`src/rtl/ciaa_ps2_cmd_sched_pkg.sv`:
```
// ----------------------------------------------------------------------------
// ciaa_ps2_cmd_sched_pkg
// Shared constants and types for the PS/2 host-to-keyboard command scheduler.
//   PS2_ACK / PS2_RESEND / PS2_SETLED : keyboard protocol bytes
//   state_e                           : scheduler FSM state encoding
//   is_tx_state / is_ack_state        : state class helpers
// ----------------------------------------------------------------------------
package ciaa_ps2_cmd_sched_pkg;

    localparam logic [7:0] PS2_ACK    = 8'hFA;
    localparam logic [7:0] PS2_RESEND = 8'hFE;
    localparam logic [7:0] PS2_SETLED = 8'hED;

    typedef enum logic [2:0] {
        ST_IDLE    = 3'd0,
        ST_TX_CMD  = 3'd1,
        ST_ACK_CMD = 3'd2,
        ST_TX_ARG  = 3'd3,
        ST_ACK_ARG = 3'd4,
        ST_DONE    = 3'd5,
        ST_FAIL    = 3'd6
    } state_e;

    function automatic logic is_tx_state(input state_e s);
        return (s == ST_TX_CMD) || (s == ST_TX_ARG);
    endfunction

    function automatic logic is_ack_state(input state_e s);
        return (s == ST_ACK_CMD) || (s == ST_ACK_ARG);
    endfunction

endpackage

```
`src/rtl/ciaa_ps2_cmd_sched_if.sv`:
```
// ----------------------------------------------------------------------------
// ciaa_ps2_cmd_sched_if
// Byte-level link between the command scheduler and the PS/2 PHY.
//   phy_tx_req   : one-tick pulse, PHY starts sending phy_tx_byte
//   phy_tx_byte  : byte to send
//   phy_tx_done  : one-tick pulse, PHY finished sending
//   phy_rx_valid : one-tick pulse, phy_rx_byte holds a received byte
//   phy_rx_byte  : received byte
// master = scheduler side, slave = PHY side.
// ----------------------------------------------------------------------------
interface ciaa_ps2_cmd_sched_if;

    logic       phy_tx_req;
    logic [7:0] phy_tx_byte;
    logic       phy_tx_done;
    logic       phy_rx_valid;
    logic [7:0] phy_rx_byte;

    modport master (
        output phy_tx_req,
        output phy_tx_byte,
        input  phy_tx_done,
        input  phy_rx_valid,
        input  phy_rx_byte
    );

    modport slave (
        input  phy_tx_req,
        input  phy_tx_byte,
        output phy_tx_done,
        output phy_rx_valid,
        output phy_rx_byte
    );

endinterface

```
`src/rtl/ciaa_ps2_ack_timer.sv`:
```
// ----------------------------------------------------------------------------
// ciaa_ps2_ack_timer
// Acknowledge timeout counter.
//   clk, rst_n : clock, asynchronous active-low reset
//   ce         : clock enable, counter only moves when high
//   clr        : restart the count from zero
//   run        : count this tick
//   expired    : high on the 2^TO_W-th running tick since the last clear
// ----------------------------------------------------------------------------
module ciaa_ps2_ack_timer #(
    parameter int TO_W = 16
) (
    input  logic clk,
    input  logic rst_n,
    input  logic ce,
    input  logic clr,
    input  logic run,
    output logic expired
);

    logic [TO_W-1:0] cnt_q;
    logic [TO_W-1:0] cnt_d;

    always_comb begin
        cnt_d = cnt_q;
        if (clr) begin
            cnt_d = '0;
        end else if (run) begin
            cnt_d = cnt_q + TO_W'(1);
        end
    end

    always_ff @(posedge clk or negedge rst_n) begin
        if (!rst_n) begin
            cnt_q <= '0;
        end else if (ce) begin
            cnt_q <= cnt_d;
        end
    end

    // The first running tick sees 0, so all-ones marks the 2^TO_W-th tick.
    assign expired = run & (&cnt_q);

endmodule

```
`src/rtl/ciaa_ps2_cmd_sched.sv`:
```
// ----------------------------------------------------------------------------
// ciaa_ps2_cmd_sched
// Host-to-keyboard command scheduler sitting between the PS/2 PHY and the
// keymap. Arbitrates the LED updater and the host command port, sends
// cmd[+arg], waits for ACK (0xFA), resends on 0xFE, times out on silence.
// Every received byte not consumed as an ACK/RESEND is forwarded to the keymap.
//   clk, _reset   : clock, asynchronous active-low reset
//   clk7_en       : clock enable, all state advances only when high
//   led_bits      : wanted {caps,num,scroll}
//   host_req/cmd/arg/has_arg : host command request (level until host_done)
//   host_done/host_err       : completion pulse, err qualifies failure
//   phy           : PHY byte link (master side)
//   scan_valid/scan_byte     : forwarded received bytes
//   busy          : FSM not idle
// ----------------------------------------------------------------------------
module ciaa_ps2_cmd_sched
    import ciaa_ps2_cmd_sched_pkg::*;
#(
    parameter int TO_W      = 16,
    parameter int MAX_RETRY = 3,
    parameter int REF_W     = 20
) (
    input  logic                        clk,
    input  logic                        _reset,
    input  logic                        clk7_en,
    input  logic [2:0]                  led_bits,
    input  logic                        host_req,
    input  logic [7:0]                  host_cmd,
    input  logic [7:0]                  host_arg,
    input  logic                        host_has_arg,
    output logic                        host_done,
    output logic                        host_err,
    ciaa_ps2_cmd_sched_if.master        phy,
    output logic                        scan_valid,
    output logic [7:0]                  scan_byte,
    output logic                        busy
);

    localparam int RET_W = (MAX_RETRY < 2) ? 1 : $clog2(MAX_RETRY + 1);

    state_e             state_q, state_d;
    logic [RET_W-1:0]   retry_q, retry_d;
    logic [7:0]         cmd_q, cmd_d;
    logic [7:0]         arg_q, arg_d;
    logic               has_arg_q, has_arg_d;
    logic               grant_led_q, grant_led_d;
    logic               last_host_q, last_host_d;
    logic [2:0]         led_sent_q, led_sent_d;
    logic               led_pend_q, led_pend_d;
    logic [REF_W-1:0]   ref_q;
    logic               tx_req_q, tx_req_d;
    logic [7:0]         tx_byte_q, tx_byte_d;
    logic               host_done_q, host_done_d;
    logic               host_err_q, host_err_d;
    logic               scan_valid_q, scan_valid_d;
    logic [7:0]         scan_byte_q, scan_byte_d;

    logic led_want;
    logic led_grant;
    logic rx_ack;
    logic rx_resend;
    logic rx_consume;
    logic timer_clr;
    logic timer_exp;

    // The mismatch term is looked at directly so an LED change arriving in the
    // same tick as a host request takes part in that tick's arbitration.
    assign led_want  = led_pend_q | (led_bits != led_sent_q) | (&ref_q);
    assign rx_ack    = phy.phy_rx_valid && (phy.phy_rx_byte == PS2_ACK);
    assign rx_resend = phy.phy_rx_valid && (phy.phy_rx_byte == PS2_RESEND);

    ciaa_ps2_ack_timer #(.TO_W(TO_W)) u_ack_timer (
        .clk     (clk),
        .rst_n   (_reset),
        .ce      (clk7_en),
        .clr     (timer_clr),
        .run     (is_ack_state(state_q)),
        .expired (timer_exp)
    );

    always_comb begin
        state_d     = state_q;
        retry_d     = retry_q;
        cmd_d       = cmd_q;
        arg_d       = arg_q;
        has_arg_d   = has_arg_q;
        grant_led_d = grant_led_q;
        last_host_d = last_host_q;
        led_sent_d  = led_sent_q;
        led_grant   = 1'b0;
        rx_consume  = 1'b0;
        timer_clr   = 1'b0;

        unique case (state_q)
            ST_IDLE: begin
                timer_clr = 1'b1;
                // On contention the requester not served last time wins.
                if (led_want && (!host_req || last_host_q)) begin
                    led_grant   = 1'b1;
                    grant_led_d = 1'b1;
                    last_host_d = 1'b0;
                    cmd_d       = PS2_SETLED;
                    arg_d       = {5'b0, led_bits};
                    has_arg_d   = 1'b1;
                    led_sent_d  = led_bits;
                    retry_d     = '0;
                    state_d     = ST_TX_CMD;
                end else if (host_req) begin
                    grant_led_d = 1'b0;
                    last_host_d = 1'b1;
                    cmd_d       = host_cmd;
                    arg_d       = host_arg;
                    has_arg_d   = host_has_arg;
                    retry_d     = '0;
                    state_d     = ST_TX_CMD;
                end
            end
            ST_TX_CMD, ST_TX_ARG: begin
                timer_clr = 1'b1;
                if (phy.phy_tx_done) begin
                    state_d = (state_q == ST_TX_CMD) ? ST_ACK_CMD : ST_ACK_ARG;
                end
            end
            ST_ACK_CMD, ST_ACK_ARG: begin
                if (rx_ack) begin
                    rx_consume = 1'b1;
                    if ((state_q == ST_ACK_CMD) && has_arg_q) begin
                        retry_d = '0;
                        state_d = ST_TX_ARG;
                    end else begin
                        state_d = ST_DONE;
                    end
                end else if (rx_resend) begin
                    rx_consume = 1'b1;
                    if (retry_q < RET_W'(MAX_RETRY)) begin
                        retry_d = retry_q + RET_W'(1);
                        state_d = (state_q == ST_ACK_CMD) ? ST_TX_CMD : ST_TX_ARG;
                    end else begin
                        state_d = ST_FAIL;
                    end
                end else if (!phy.phy_rx_valid && timer_exp) begin
                    // A byte arriving on the expiry tick keeps the wait alive.
                    state_d = ST_FAIL;
                end
            end
            ST_DONE, ST_FAIL: begin
                state_d = ST_IDLE;
            end
            default: begin
                state_d = ST_IDLE;
            end
        endcase
    end

    always_comb begin
        tx_req_d     = is_tx_state(state_d) && (state_d != state_q);
        tx_byte_d    = tx_byte_q;
        if (tx_req_d) begin
            tx_byte_d = (state_d == ST_TX_CMD) ? cmd_d : arg_d;
        end
        host_done_d  = ((state_d == ST_DONE) || (state_d == ST_FAIL)) && !grant_led_q;
        host_err_d   = (state_d == ST_FAIL) && !grant_led_q;
        scan_valid_d = phy.phy_rx_valid && !rx_consume;
        scan_byte_d  = phy.phy_rx_valid ? phy.phy_rx_byte : scan_byte_q;

        led_pend_d   = led_pend_q;
        if (led_grant) begin
            led_pend_d = 1'b0;
        end else if (led_want || ((state_q == ST_FAIL) && grant_led_q)) begin
            led_pend_d = 1'b1;
        end
    end

    always_ff @(posedge clk or negedge _reset) begin
        if (!_reset) begin
            state_q      <= ST_IDLE;
            retry_q      <= '0;
            cmd_q        <= '0;
            arg_q        <= '0;
            has_arg_q    <= 1'b0;
            grant_led_q  <= 1'b0;
            last_host_q  <= 1'b1;
            led_sent_q   <= '0;
            led_pend_q   <= 1'b1;
            ref_q        <= '0;
            tx_req_q     <= 1'b0;
            tx_byte_q    <= '0;
            host_done_q  <= 1'b0;
            host_err_q   <= 1'b0;
            scan_valid_q <= 1'b0;
            scan_byte_q  <= '0;
        end else if (clk7_en) begin
            state_q      <= state_d;
            retry_q      <= retry_d;
            cmd_q        <= cmd_d;
            arg_q        <= arg_d;
            has_arg_q    <= has_arg_d;
            grant_led_q  <= grant_led_d;
            last_host_q  <= last_host_d;
            led_sent_q   <= led_sent_d;
            led_pend_q   <= led_pend_d;
            ref_q        <= ref_q + REF_W'(1);
            tx_req_q     <= tx_req_d;
            tx_byte_q    <= tx_byte_d;
            host_done_q  <= host_done_d;
            host_err_q   <= host_err_d;
            scan_valid_q <= scan_valid_d;
            scan_byte_q  <= scan_byte_d;
        end
    end

    assign phy.phy_tx_req  = tx_req_q;
    assign phy.phy_tx_byte = tx_byte_q;
    assign host_done       = host_done_q;
    assign host_err        = host_err_q;
    assign scan_valid      = scan_valid_q;
    assign scan_byte       = scan_byte_q;
    assign busy            = (state_q != ST_IDLE);

endmodule
```
`src/flat_wrapper.sv`:
```
// flat-port wrapper written by rule: the top's interface ports become plain ports
module ciaa_ps2_cmd_sched_flat import ciaa_ps2_cmd_sched_pkg::*;
#(
    parameter int TO_W      = 16,
    parameter int MAX_RETRY = 3,
    parameter int REF_W     = 20
)
  (clk, _reset, clk7_en, led_bits, host_req, host_cmd, host_arg, host_has_arg, host_done, host_err, scan_valid, scan_byte, busy, phy_phy_tx_req, phy_phy_tx_byte, phy_phy_tx_done, phy_phy_rx_valid, phy_phy_rx_byte);
  ciaa_ps2_cmd_sched_if phy_i ();
  input  logic clk;
  input  logic _reset;
  input  logic clk7_en;
  input  logic [2:0] led_bits;
  input  logic host_req;
  input  logic [7:0] host_cmd;
  input  logic [7:0] host_arg;
  input  logic host_has_arg;
  output logic host_done;
  output logic host_err;
  output logic scan_valid;
  output logic [7:0] scan_byte;
  output logic busy;
  output wire logic [$bits(phy_i.phy_tx_req)-1:0] phy_phy_tx_req;
  output wire logic [$bits(phy_i.phy_tx_byte)-1:0] phy_phy_tx_byte;
  input wire logic [$bits(phy_i.phy_tx_done)-1:0] phy_phy_tx_done;
  input wire logic [$bits(phy_i.phy_rx_valid)-1:0] phy_phy_rx_valid;
  input wire logic [$bits(phy_i.phy_rx_byte)-1:0] phy_phy_rx_byte;
  assign phy_phy_tx_req = phy_i.phy_tx_req;
  assign phy_phy_tx_byte = phy_i.phy_tx_byte;
  assign phy_i.phy_tx_done = phy_phy_tx_done;
  assign phy_i.phy_rx_valid = phy_phy_rx_valid;
  assign phy_i.phy_rx_byte = phy_phy_rx_byte;
  ciaa_ps2_cmd_sched #(.TO_W(TO_W), .MAX_RETRY(MAX_RETRY), .REF_W(REF_W)) u_core (.clk(clk), ._reset(_reset), .clk7_en(clk7_en), .led_bits(led_bits), .host_req(host_req), .host_cmd(host_cmd), .host_arg(host_arg), .host_has_arg(host_has_arg), .host_done(host_done), .host_err(host_err), .phy(phy_i), .scan_valid(scan_valid), .scan_byte(scan_byte), .busy(busy));
endmodule
```
`config.mk`:
```
export PLATFORM = sky130hd
export DESIGN_NAME = ciaa_ps2_cmd_sched_flat
export DESIGN_NICKNAME = d
export VERILOG_FILES = /design/src/rtl/ciaa_ps2_cmd_sched_pkg.sv /design/src/rtl/ciaa_ps2_cmd_sched_if.sv /design/src/rtl/ciaa_ps2_ack_timer.sv /design/src/rtl/ciaa_ps2_cmd_sched.sv /design/src/flat_wrapper.sv
export SDC_FILE = /design/constraint.sdc
export NUM_CORES = 1
export LEC_CHECK = 0
export ABC_CLOCK_PERIOD_IN_PS = 2500
export BUFFER_PORTS_ARGS = -buffer_cell sky130_fd_sc_hd__buf_2
export CORE_MARGIN = 1
export CORE_UTILIZATION = 55
export CTS_CLUSTER_SIZE = 24
export DETAILED_ROUTE_END_ITERATION = 7
export PLACE_DENSITY = 0.78
export SYNTH_ARGS = -nofsm -noshare
export SYNTH_HDL_FRONTEND = slang
export SYNTH_SLANG_ARGS = --single-unit
```
`constraint.sdc`:
```
create_clock -name clk -period 2.5 [get_ports clk]
set_input_delay 0.125 -clock clk [delete_from_list [all_inputs] [get_ports clk]]
set_output_delay 0.125 -clock clk [all_outputs]
set_load 0.01 [all_outputs]
```
; ---- Word level (Yosys, flattened, before mapping)
; Index checks and enable logic that the tools add are counted.
[totals]
regBits = 84
latch_bits = 0
ram_bits = 0
romBits = 0
input_bits = 34
output_inout_bits = 21
word_cells = 119
n_memories = 0
[op_classes]
n_addsub = 3
n_mul = 0
div_mod_pow = 0
magnitude_cmp = 1
eq_ne = 17
shift = 0
mux = 41
bitwise_logic = 3
n_reduce_logical = 37
[ops]
columns = cell, n
row1 = $mux 8, 7
row2 = $mux 16, 2
row3 = $mux 3, 9
row4 = $add 20x1->20 const B, 1
row5 = $reduce_and 20->1, 1
row6 = $add 16x1->16 const B, 1
row7 = $eq 8x8->1 const B, 2
row8 = $reduce_and 16->1, 1
row9 = $mux 1, 14
row10 = $mux 2, 7
row11 = $eq 3x3->1 const B, 4
row12 = $logic_and 1x1->1, 10
row13 = $eq 3x2->1 const B, 3
row14 = $pmux 3 s3, 1
row15 = $reduce_and 2->1, 4
row16 = $reduce_bool 2->1, 4
row17 = $eq 3x1->1 const B, 2
row18 = $ne 3x1->1 const B, 2
row19 = $ne 3x3->1, 2
row20 = $reduce_and 3->1, 2
row21 = $reduce_and 6->1, 1
row22 = $logic_or 1x1->1, 5
row23 = $logic_not 1->1, 4
row24 = $pmux 2 s2, 1
row25 = other kinds (10), 12

; ---- Depth between registers and ports, before layout
[logic_depth]
word_depth = 12
mapped_depth = 10
mapped_depth_nobuf = 8

; ---- Modules after synthesis
; From an unflattened synthesis, not the netlist that was laid out.
[hier_totals]
cells_unflattened = 438
hier_area_um2 = 4240.3
[modules_own_cells]
columns = mod, n_inst, cells_per_inst, area_each_um2, seq_area_each_um2
row1 = ciaa_ps2_cmd_sched, 1, 342, 3370.7, 1704.1
row2 = ciaa_ps2_ack_timer, 1, 96, 869.6, 400.4

; ---- Least setup slack after synthesis
; Ideal clock, no wire load.
[synth_path]
path_type = reg2reg
startpoint = register u_core.led_sent_q[2]
endpoint = register u_core.led_sent_q[0]
setup_time_ps = 125
arrival_time_ps = 2017
required_time_ps = 2375
path_slack_ps = 359
path_stages_with_launch = 8
n_path_buf = 1
period_less_slack_ps = 2141
path_cell_list = dfrtp_1 -> xor2_1 -> or4_4 -> a21o_4 -> and3_4 -> buf_6 -> nand2_1 -> mux2_2
[synth_via]
elab_chain_cells = 5
[synth_lines]
columns = element, line_no
row1 = from (decl), ciaa_ps2_cmd_sched.sv:48  ; logic [2:0] led_sent_q, led_sent_d;
row2 = from (signal assigned), ciaa_ps2_cmd_sched.sv:200  ; led_sent_q <= led_sent_d;
row3 = $ne 3x3->1, ciaa_ps2_cmd_sched.sv:68  ; assign led_want = led_pend_q | (led_bits != led_sent_q) | (&ref_q);
row4 = $or 1x1->1 (2 in a row), ciaa_ps2_cmd_sched.sv:68
row5 = $logic_and 1x1->1, ciaa_ps2_cmd_sched.sv:98  ; if (led_want && (!host_req || last_host_q)) begin
row6 = $reduce_and 3->1 (no line), -
; Every way passes these cells.
; A chain may end at the register's enable or synchronous reset.

; ---- Worst setup path in the final report
[layout_path]
startpoint = register u_core.u_ack_timer.cnt_q[0]
endpoint = register u_core.tx_byte_q[3], in the netlist u_core.phy.phy_tx_byte[3]
[layout_via]
elab_chain_cells = 11
elab_cells_between_ends = 14
cone_classes = eq/ne (3) / mux (5) / bitwise (1) / reduce/logical (5)
[layout_lines]
columns = element, line_no
row1 = from (decl), ciaa_ps2_ack_timer.sv:21  ; logic [TO_W-1:0] cnt_q;
row2 = from (signal assigned), ciaa_ps2_ack_timer.sv:37  ; cnt_q <= cnt_d;
row3 = $reduce_and 16->1 *, ciaa_ps2_ack_timer.sv:42  ; assign expired = run & (&cnt_q);
row4 = $and 1x1->1 *, ciaa_ps2_ack_timer.sv:42
row5 = $logic_and 1x1->1 *, ciaa_ps2_cmd_sched.sv:141  ; end else if (!phy.phy_rx_valid && timer_exp) begin
row6 = $mux 3 *, ciaa_ps2_cmd_sched.sv:141
row7 = $mux 3 *, ciaa_ps2_cmd_sched.sv:133  ; end else if (rx_resend) begin
row8 = $mux 3 *, ciaa_ps2_cmd_sched.sv:125  ; if (rx_ack) begin
row9 = $pmux 3 s3 *, ciaa_ps2_cmd_sched.sv:94  ; unique case (state_q)
row10 = $eq 3x1->1 / $eq 3x2->1 (equally long branches), "ciaa_ps2_cmd_sched_pkg.sv:25, ciaa_ps2_cmd_sched.sv:159"
row11 = $logic_or 1x1->1, ciaa_ps2_cmd_sched_pkg.sv:25  ; return (s == ST_TX_CMD) || (s == ST_TX_ARG);
row12 = $logic_and 1x1->1, ciaa_ps2_cmd_sched.sv:156  ; tx_req_d = is_tx_state(state_d) && (state_d != state_q);
row13 = $reduce_and 2->1 (no line), -
row14 = to (signal assigned), ciaa_ps2_cmd_sched.sv:204  ; tx_byte_q <= tx_byte_d;
row15 = to (decl), ciaa_ps2_cmd_sched.sv:52  ; logic [7:0] tx_byte_q, tx_byte_d;
; Mark *: on every way between the ends. The rest lies on a longest branch, timed or not.

==> summary.md <==
| Metric | Value |
|---|---|
| Status | completed |
| Area post-placement | 0.004683 mm^2 |
| Logic gate share of total power | 0.390 |
| I/O Buffers | 54 |
| Via count | 3226 |
| Warnings, synthesis | 0 |
| Pins Over Slew Limit | 0 |
| Routed Antenna Nets | 0 |
| Share of layout cells above drive strength 1 | 0.2553 |
| Fin cells | 573 |
| Final WS setup | 0.1282 ns |
| Fin util | 0.6694 |
| Die ar. | 0.008125 mm^2 |
| PwrDens | 987.8 mW/mm^2 |
| Crit path time final | 2.372 ns |
| Static leakage | 0.002189 uW |
| Worst EP arrival | 2.59 ns |
| Placement Rows | 31 |
| Dominant synthesized flop cell | dfrtp_1 |
| Routability congestion estimate | 0.8525 |
| Inst Count DP | 554 |
| Ports | 55 |
| Cell Area, Synth | 0.004273 mm^2 |
| Final period util | 0.9487 |
| Crit path cell chain | ha_1 -> nand4_1 -> nor4b_1 -> a311o_1 -> a21oi_2 -> nand3_4 -> a2111oi_1 -> o31ai_1 |
| Async SR Flop Fraction | 1.000 |
| Post-synthesis sequential area ratio | 0.4925 |
| Max Clock Skew | 0.009155 ns |
| NumNets Final | 507 |
| First-pass GRT wire length | 14790 um |
| Sw Share | 0.3665 |
| VDD IR max | 0.5569 mV |
| Clock tree root buffer cell | clkbuf_8 |
| Setup slack at placement | 0.08429 ns |
| Delay-heaviest family, CP | compound AO/OA/AOI/OAI gates |
| Core area | 0.007370 mm^2 |
| Syn nets | 440 |
| Post-Layout Inst Area | 0.004933 mm^2 |
| CP Data Required Time | 2.72 ns |
| WP buf/inv | 0 |
| Switch Pwr | 1786 uW |
| Most common cell after layout, fill and taps aside | dfrtp_1 |
| Synth Register Bits | 84 |
| Worst-path fanout max | 9 |
| Wire length per cell | 15.03 um |
| Initial Utilization | 0.5798 |
| Fillers | 612 |
| Depth of the CTS H-tree | 3 |
| Slew @ Worst Pin | 0.5915 ns |
| Synthesized area per cell | 10.60 um^2 |
| Library cells used by synthesis | 66 |
| Sequential Power Share | 0.410 |
| Kind of critical path | register to register |
| Number of global-route vias before repair | 3082 |
| RSZ-0062 raised after global routing | true |
| Slowest cell on crit path | a2111oi_1 |
| Diodes inserted | 0 |
| Commonest cells after routing, fill and taps aside | dfrtp_1 (82), buf_2 (53), nand2_1 (46) |
| Crit-path max cell delay | 0.44 ns |
| Rel. slew slack | 0.6027 |
| Setup violations, final | 0 |
| CTS max path bufs | 2 |
| EDFF count, synth | 0 |
| Initial DRC count | 161 |
| Fmax | 0.4216 GHz |
| Total wire length | 8615 um |
| Setup Buffers After CTS | 0 |
| Via density | 5.630 |
| Final Hold Viols | 0 |
| DRC viols | 0 |
| Cts bufs inserted | 9 |
| Clock Power Share | 0.200 |
| Die W | 90.14 um |
| CTS tree | yes |
| Initial antenna violation count | 0 |
| Initial DRT Pass Iterations | 4 |
| Min-delay worst type | primary input to register |
| Internal Power | 3087 uW |
| Clock transition at the registers of the reported paths | 0.08 ns |
| GRT overflow | 0 |
| Cells after Synth | 403 |
| Gr usage total | 0.2263 |
| Worst skew pair latency | 0.35 ns |
| Crit. End Element | register |
| Max-cap violation count | 0 |
| R2R Setup Slk | 0.13 ns |
| Area growth syn-to-layout | 15.46% |
| # clock sinks | 84 |
| Die height | 90.14 um |
| HPWL Detailed | 6183 um |
| Crit start category | register |
| Largest net degree at the start of global routing | 48 |
-- cell families (layout without fill, tap and decap cells) --
family | count (synthesis) | after routing | synth area share
adder cells (fa/ha/maj) | 3 | 3 | 0.008786
XOR/XNOR | 35 | 35 | 0.07174
flip-flops | 84 | 84 | 0.4925
AO/OA/AOI/OAI | 80 | 80 | 0.1517
buffers and inverters | 28 | 99 | 0.03280
multiplexers | 20 | 20 | 0.05066
AND/OR/NAND/NOR | 153 | 153 | 0.1918
-- worst reg2reg max path, cell delays in order, from the launching register on --
cell and delay, ns:
dfrtp_1 0.42, ha_1 0.25, nand4_1 0.11, nor4b_1 0.07, a311o_1 0.39, a21oi_2 0.27, nand3_4 0.19, a2111oi_1 0.44
o31ai_1 0.10
-- power by group through the flow --
stage	combinational [uW]	clock, uW	sequential [uW]
6_report	1900	976	2000
5_1_grt	2090	1060	2050
4_1_cts	1880	1000	2000
3_5_place_dp	1860	0	2010
3_3_place_gp	1820	0	2010
2_1_floorplan	1370	0	1990
-- stage by stage --
stage | setup TNS, ns | hold slack [ns] | power (uW)
after floorplan | 0 | -0.1706 | 3353
after global placement | 0 | 0.1674 | 3826
after detailed placement | 0 | 0.1777 | 3879
after CTS | 0 | 0.0008559 | 4880
after global routing | -0.02998 | 0.009543 | 5193
final | 0 | 0.02072 | 4873
-- worst paths after layout --
path                                             start                      endpoint  cells after the start
min in group asynchronous                       _reset  u_core.u_ack_timer.cnt_q[10]                      2
min reg2reg                         u_core.last_host_q            u_core.last_host_q                      2
max reg2reg                u_core.u_ack_timer.cnt_q[0]     u_core.phy.phy_tx_byte[3]                      8
min                                        host_arg[3]               u_core.arg_q[3]                      2
max                        u_core.u_ack_timer.cnt_q[0]     u_core.phy.phy_tx_byte[3]                      8
max in group asynchronous                       _reset           u_core.scan_byte[7]                      3
-- area by class of cell --
cell class | instances | area, um^2 | share of cell area
Timing Repair Buffer | 73 | 425.4 | 0.08623
Clock inverter | 3 | 46.29 | 0.009384
Sequential cell | 84 | 2105 | 0.4266
Inverter | 11 | 41.29 | 0.008369
Clock buffer | 12 | 155.1 | 0.03145
Tap cell | 99 | 123.9 | 0.02511
Multi-Input combinational cell | 291 | 2037 | 0.4129
-- sequential cells by signal (all words and copies together), names as in the netlist --
| name | count |
|---|---|
| u_core.cmd_q | 8 |
| u_core.ref_q | 20 |
| u_core.led_sent_q | 3 |
| u_core.has_arg_q | 1 |
| u_core.phy.phy_tx_byte | 8 |
| u_core.state_q | 3 |
| u_core.host_err | 1 |
| u_core.retry_q | 2 |
| u_core.led_pend_q | 1 |
| u_core.scan_valid | 1 |
| u_core.grant_led_q | 1 |
| u_core.phy.phy_tx_req | 1 |
| u_core.arg_q | 8 |
| u_core.scan_byte | 8 |
| u_core.last_host_q | 1 |
| u_core.u_ack_timer.cnt_q | 16 |
| u_core.host_done | 1 |
-- repair_timing --
item / in CTS / in global routing
setup endpoints to repair: 0 / 4
gates resized for setup: 0 / 2
endpoints found under the hold margin: 48 / 0
hold buffers: 4 / 0
-- cell usage after synthesis, types with 3 or more instances --
| cell type | number | share of area |
|---|---|---|
| nand3_1 | 10 | 0.012 |
| and3_1 | 4 | 0.0059 |
| nand2_1 | 46 | 0.040 |
| o21ai_0 | 11 | 0.013 |
| xnor2_1 | 16 | 0.033 |
| a21oi_1 | 14 | 0.016 |
| nand4b_1 | 3 | 0.0062 |
| buf_6 | 3 | 0.0079 |
| mux2i_1 | 7 | 0.016 |
| nor3_1 | 4 | 0.0047 |
| o31ai_1 | 3 | 0.0053 |
| a2111oi_0 | 3 | 0.0062 |
| mux2_2 | 13 | 0.034 |
| o22a_1 | 4 | 0.0082 |
| nor2b_1 | 3 | 0.0044 |
| dfrtp_1 | 82 | 0.48 |
| a32o_1 | 3 | 0.0070 |
| ha_1 | 3 | 0.0088 |
| and2_1 | 9 | 0.013 |
| xor2_1 | 19 | 0.039 |
| a31oi_1 | 3 | 0.0044 |
| nor2_1 | 36 | 0.032 |
| o21a_1 | 4 | 0.0070 |
| inv_1 | 11 | 0.0097 |
| buf_2 | 4 | 0.0047 |
| clkbuf_1 | 8 | 0.0070 |
| o211ai_1 | 3 | 0.0053 |
| a22o_1 | 7 | 0.014 |
| or3_1 | 7 | 0.010 |
| nand4_1 | 11 | 0.016 |
| a221oi_1 | 3 | 0.0062 |
-- layer usage --
metal | vias up | track usage | wire length, um
li1 | 1575 | - | -
met1 | 1582 | 0.3219 | 4175
met2 | 60 | 0.3492 | 4042
met3 | 9 | 0.05415 | 308
met4 | 0 | 0.05914 | 90
met5 | - | 0 | 0
No activity file was read; power rests on OpenSTA's default activity.
